==> config.mk <==
export PLATFORM = sky130hd
export DESIGN_NAME = cpu_test_monitor
export DESIGN_NICKNAME = d
export VERILOG_FILES = /design/src/rtl/cpu_test_pkg.sv /design/src/rtl/cpu_test_monitor_sat_counter.sv /design/src/rtl/cpu_test_monitor.sv
export SDC_FILE = /design/constraint.sdc
export NUM_CORES = 1
export LEC_CHECK = 0
export BUFFER_PORTS_ARGS = -buffer_cell sky130_fd_sc_hd__buf_2
export CAP_MARGIN = 30
export CORE_ASPECT_RATIO = 0.8
export CORE_UTILIZATION = 40
export DETAILED_ROUTE_END_ITERATION = 10
export PLACE_DENSITY_LB_ADDON = 0.15
export SLEW_MARGIN = 40
export SYNTH_ARGS = -nofsm -noshare
export SYNTH_HDL_FRONTEND = slang
export SYNTH_HIERARCHICAL = 1
export SYNTH_SLANG_ARGS = --single-unit
export TNS_END_PERCENT = 1
==> constraint.sdc <==
create_clock -name clk -period 2.97 [get_ports clk]
set_input_delay 0.1485 -clock clk [delete_from_list [all_inputs] [get_ports clk]]
set_output_delay 0.1485 -clock clk [all_outputs]
set_load 0.01 [all_outputs]
==> src/rtl/cpu_test_pkg.sv <==
// Shared encodings and default mailbox addresses for the cpu test monitor.
package cpu_test_pkg;
  typedef enum logic [2:0] {
    ST_RUN     = 3'd0,
    ST_PASS    = 3'd1,
    ST_FAIL    = 3'd2,
    ST_TIMEOUT = 3'd3,
    ST_HANG    = 3'd4
  } state_e;

  localparam logic [31:0] TOHOST_ADDR_DEF = 32'h0000_1000;
  localparam logic [31:0] SIG_BASE_DEF    = 32'h0000_1100;
endpackage

==> src/rtl/cpu_test_monitor_sat_counter.sv <==
// Saturating up-counter with synchronous active-low reset and clear.
module sat_counter #(
  parameter int W = 32
) (
  input  logic         clk,
  input  logic         rst,
  input  logic         en,
  input  logic         clr,
  output logic [W-1:0] count,
  output logic         sat
);
  assign sat = &count;

  always_ff @(posedge clk) begin
    if (!rst)             count <= '0;
    else if (clr)         count <= '0;
    else if (en && !sat)  count <= count + W'(1);
  end
endmodule

==> src/rtl/cpu_test_monitor.sv <==
// Snoops stores and fetch PC, decides PASS/FAIL/TIMEOUT/HANG, captures signatures.
module cpu_test_monitor
  import cpu_test_pkg::*;
#(
  parameter int               ADDR_W         = 32,
  parameter int               DATA_W         = 32,
  parameter logic [ADDR_W-1:0] TOHOST_ADDR   = ADDR_W'(TOHOST_ADDR_DEF),
  parameter logic [ADDR_W-1:0] SIG_BASE      = ADDR_W'(SIG_BASE_DEF),
  parameter int               NUM_SIG        = 8,
  parameter int               TIMEOUT_CYCLES = 1_000_000,
  parameter int               HANG_CYCLES    = 1024,
  parameter int               CNT_W          = 32,
  localparam int              IDX_W          = (NUM_SIG > 1) ? $clog2(NUM_SIG) : 1,
  localparam int              SC_W           = $clog2(NUM_SIG) + 1
) (
  input  logic              clk,
  input  logic              rst,
  input  logic              st_we,
  input  logic [ADDR_W-1:0] st_addr,
  input  logic [DATA_W-1:0] st_wdata,
  input  logic              pc_valid,
  input  logic [ADDR_W-1:0] pc,
  input  logic [IDX_W-1:0]  sig_idx,
  output logic [DATA_W-1:0] sig_data,
  output logic [SC_W-1:0]   sig_count,
  output logic              done,
  output logic              pass,
  output logic [DATA_W-2:0] fail_code,
  output logic [CNT_W-1:0]  cycles,
  output logic [15:0]       led
);
  state_e              state, state_nxt;
  logic [DATA_W-1:0]   sig_q [NUM_SIG];
  logic [NUM_SIG-1:0]  sig_wr;
  logic [ADDR_W-1:0]   last_pc;
  logic                last_pc_vld;
  logic [CNT_W-1:0]    hang_cnt;
  logic                cyc_sat, hang_sat;

  wire run    = (state == ST_RUN);
  wire tohost = st_we && (st_addr == TOHOST_ADDR);
  wire rep    = pc_valid && last_pc_vld && (pc == last_pc);

  // Word offset from the signature base; addresses below the base wrap high and miss.
  wire [ADDR_W-3:0] sig_off = st_addr[ADDR_W-1:2] - SIG_BASE[ADDR_W-1:2];
  wire              sig_hit = st_we && (sig_off < (ADDR_W-2)'(NUM_SIG));
  wire [IDX_W-1:0]  slot    = sig_off[IDX_W-1:0];

  sat_counter #(.W(CNT_W)) u_cyc (
    .clk(clk), .rst(rst), .en(run && !cyc_sat), .clr(1'b0),
    .count(cycles), .sat(cyc_sat)
  );

  sat_counter #(.W(CNT_W)) u_hang (
    .clk(clk), .rst(rst), .en(run && rep && !hang_sat), .clr(run && pc_valid && !rep),
    .count(hang_cnt), .sat(hang_sat)
  );

  always_comb begin
    state_nxt = state;
    if (run) begin
      if (tohost && st_wdata == DATA_W'(1))
        state_nxt = ST_PASS;
      else if (tohost && st_wdata[0])
        state_nxt = ST_FAIL;
      else if (TIMEOUT_CYCLES != 0 && cycles == CNT_W'(TIMEOUT_CYCLES - 1))
        state_nxt = ST_TIMEOUT;
      else if (HANG_CYCLES != 0 && hang_cnt == CNT_W'(HANG_CYCLES - 1))
        state_nxt = ST_HANG;
    end
  end

  always_ff @(posedge clk) begin
    if (!rst) begin
      state       <= ST_RUN;
      done        <= 1'b0;
      pass        <= 1'b0;
      fail_code   <= '0;
      sig_count   <= '0;
      sig_wr      <= '0;
      last_pc     <= '0;
      last_pc_vld <= 1'b0;
      for (int i = 0; i < NUM_SIG; i++) sig_q[i] <= '0;
    end else begin
      state <= state_nxt;
      done  <= (state_nxt != ST_RUN);
      pass  <= (state_nxt == ST_PASS);
      if (run && state_nxt == ST_FAIL) fail_code <= st_wdata[DATA_W-1:1];
      if (run && sig_hit) begin
        sig_q[slot] <= st_wdata;
        sig_wr[slot] <= 1'b1;
        if (!sig_wr[slot]) sig_count <= sig_count + SC_W'(1);
      end
      if (run && pc_valid) begin
        last_pc     <= pc;
        last_pc_vld <= 1'b1;
      end
    end
  end

  assign sig_data = (int'(sig_idx) < NUM_SIG) ? sig_q[sig_idx] : '0;

  always_comb begin
    led     = '0;
    led[15] = done;
    led[14] = pass;
    led[13] = (state == ST_TIMEOUT);
    led[12] = (state == ST_HANG);
    case (state)
      ST_RUN:  led[11:0] = cycles[CNT_W-1 -: 12];
      ST_FAIL: led[11:0] = fail_code[11:0];
      ST_PASS: led[11:0] = 12'(sig_count);
      default: led[11:0] = last_pc[13:2];
    endcase
  end
endmodule

==> metrics.md <==
| Metric | Value |
|---|---|
| Worst setup SP type | `flop` |
| Outcome | `complete, but fails checks` |
| Via count of the routed design | `14000` |
| RSZ-0062 raised after global routing | `true` |
| Yosys warns | `6` |
| Post-synth top flop | `edfxtp_1` |
| Clock buffer depth | `3` |
| Layout cells sized above 1 | `0.286` |
| Fin Hold WS | `approximately 0.018 ns` |
| Number of global-route vias before repair | `14000` |
| Placed Area | `roughly 0.022 sq mm` |
| Cells after synthesis | `1623` |
| Multi-input gate area | `slightly above 0.008 sq mm` |
| Pre-antenna DRT Iters | `8` |
| Final ANT Viol Nets | `0` |
| Die width | `248 um` |
| DR DRC count | `16` |
| Starting Density | `0.408` |
| Post-route cell area | `between 0.02 and 0.025 sq mm` |
| Depth of the most critical reg-to-reg path | `11` |
| PD cells | `535 mW/mm^2` |
| Crit Path Max Fanout | `4` |
| 1st-iter DRT viols | `816` |
| Total GRT Usage | `0.226` |
| Max_slew headroom | `0.475` |
| Leakage power | `between 9 and 10 nW` |
| Routability cong. | `0.912` |
| Crit share post-route | `0.968` |
| Peak VDD IR | `approximately 0.37 mV` |
| Initial antenna violation count | `4` |
| Yosys reg bits | `401` |
| CTS buffer count | `43` |
| Critical path destination | `u_hang/count[30]` |
| Crit path launch | `last_pc[23]` |
| HPWL after detailed placement | `35200 um` |
| Grt total ovfl | `0` |
| Largest net degree at the start of global routing | `65` |
| Area Overhead vs Synth | `22.8%` |
| Async SR Flop Fraction | `0` |
| Maximum clock frequency | `348 MHz` |
| Post-Syn Area per Cell | `11.9 sq um` |
| Placeable Area | `0.0473 sq mm` |
| Synth cell types | `70` |
| Setup CP Type | `reg2reg` |
| Final wirelength | `approximately 55000 um` |
| Ports | `220` |
| Reg clk slew, reported paths | `0.06 ns` |
| Max-slew violations | `0` |
| WL per Instance | `21.2 um` |
| Min-Delay Path Class | `in2reg` |
| Met1 Use GR | `0.304` |
| Final Critical Period | `2.87 ns` |
| Least-Margin Pin Slew | `0.784 ns` |
| RR Endpoint | `u_hang/count[30]` |
| Met2 usage | `0.371` |
| Layout fillers | `about 4200` |
| Final Skew | `0.0110 ns` |
| Critical R2R Launch | `last_pc[23]` |
| Post-synth EDFFs | `256` |
| Crit. End Element | `flop` |
| Clk Latency, worst-skew pair | `roughly 0.55 ns` |
| Die height | `198 um` |
| PortBufs | `219` |
| M3 GR Usage | `0.0401` |
| Most common cell after layout, fill and taps aside | `edfxtp_1` |
| Mapped cell area | `between 0.015 and 0.02 sq mm` |
| Nets | `2037` |
| GR peak layer | `met2` |
| First-pass GRT wire length | `roughly 84000 um` |
| Root Driver | `clkbuf_16` |
| Clock Sinks | `about 400` |
| R2r setup slk | `between 0.09 and 0.1 ns` |
| Die footprint | `between 0.04 and 0.05 sq mm` |
| Htree depth | `2` |
| Req. time, crit path | `3.46 ns` |
| Cell Rows | `between 70 and 80` |
| Final setup fails | `0` |
| CTS tree | `done` |
| Commonest cells after routing, fill and taps aside | `256 x edfxtp_1, 253 x and2_1, 218 x buf_2, 197 x nand2_1, 144 x dfxtp_1` |
| Reg area | `0.0106 sq mm` |
| Register area share after synthesis | `0.549` |
| Drt via density | `5.43` |
| Final hold vios | `0` |
| Max-cap violations | `0` |
| Worst Path Arrival | `3.36 ns` |
| Failing checks | `DRC` |
==> per-layer routing <==
layer	share of wire	wire length (um)	vias to the layer above
met1	0.45	24700	7012
li1	-	-	6624
met2	0.47	26000	326
met3	0.049	2690	82
met4	0.026	1440	4
met5	0.00042	23	-
==> logic make-up (layout without fill, tap and decap cells) <==
group / count (synthesis) / after routing / share of synthesized area
AOI/OAI and AO/OA: 202 / 202 / 0.0717
xor gates and xnor gates: 45 / 45 / 0.0204
adders and majority gates: 3 / 3 / 0.00195
buffers and inverters: 108 / 450 / 0.0264
DFF: 401 / 401 / 0.549
muxes: 114 / 114 / 0.104
other: 1 / 5 / 0.000194
and+or+nand+nor: 749 / 749 / 0.227
==> final cells by class <==
class                           count  area share
Inverter                           10     0.00164
Antenna cell                        3    0.000317
Timing Repair Buffer              360       0.106
Clock buffer                       62      0.0506
Multi-Input combinational cell   1115       0.349
Sequential cell                   401       0.447
Clock inverter                     18      0.0129
Tap cell                          620      0.0327
==> repair_timing <==
item                                    CTS  global route
setup buffers                             0             0
endpoints found under the hold margin   122             0
endpoints found under the setup margin    2            24
hold buffers                             58             0
pin swaps                                 0             5
cloned                                    0             0
gates resized for setup                   1             7
==> registers in the layout, indices dropped and copies added (netlist names) <==
| signal | count |
|---|---|
| fail_code | 31 |
| pass | 1 |
| sig_q | 256 |
| last_pc_vld | 1 |
| u_cyc/count | 32 |
| sig_count | 4 |
| last_pc | 32 |
| state | 3 |
| u_hang/count | 32 |
| sig_wr | 8 |
| done | 1 |
==> critical path: stages, from the launching register on <==
cell     delay, ns
dfxtp_1       0.32
xor2_1        0.16
nor4_1        0.37
nand4_1       0.20
or4_4         0.58
nor3_2        0.12
buf_4         0.16
nand4_1       0.11
nor4_2        0.24
nand4_1       0.15
or3_1         0.34
nand2_1       0.08
==> synth_stat cells (all sizes together) (26+ instances only) <==
library cell,n,area (sq um)
a21oi,110,611
and2,261,1640
clkbuf,73,304
dfxtp,145,2900
edfxtp,256,7690
mux2,32,360
mux4,66,1490
nand2,197,739
nand3,40,223
nand4,40,263
nor2,44,165
nor4,44,373
o21ai,26,175
or4,31,240
xor2,31,272
==> worst min-delay path by stage <==
stage               slack [ns]  cells after the start           end        start
floorplan                 0.28                      2    last_pc[0]        pc[0]
global placement          0.41                      3   last_pc[29]       pc[29]
detailed placement        0.42                      3    last_pc[9]        pc[9]
CTS                      0.003                      3  fail_code[8]  st_wdata[9]
global route              0.02                      3  fail_code[8]  st_wdata[9]
finish                    0.02                      3  fail_code[8]  st_wdata[9]
==> power breakdown <==
| group | switching [mW] | internal, mW |
|---|---|---|
| Combinational | 0.466 | 0.367 |
| Clock | 2.26 | 3.52 |
| Sequential | 0.0429 | 6.02 |
==> stage by stage <==
| stage | worst slack (ns) | utilization | setup TNS (ns) | power [mW] | instances |
|---|---|---|---|---|---|
| detailed placement | -0.0303 | 0.456 | -0.0504 | 6.97 | 2448 |
| global route | -0.0351 | 0.501 | -0.0763 | 13.1 | 2586 |
| CTS | 0.00739 | 0.501 | 0 | 12.8 | 2586 |
| finish | 0.0955 | 0.501 | 0 | 12.7 | 2589 |
| floorplan | -0.0879 | - | -19.68 | 6.58 | 1624 |
| global placement | -0.0460 | 0.456 | -0.102 | 6.96 | 2448 |
(Power assumes the default switching activity.)
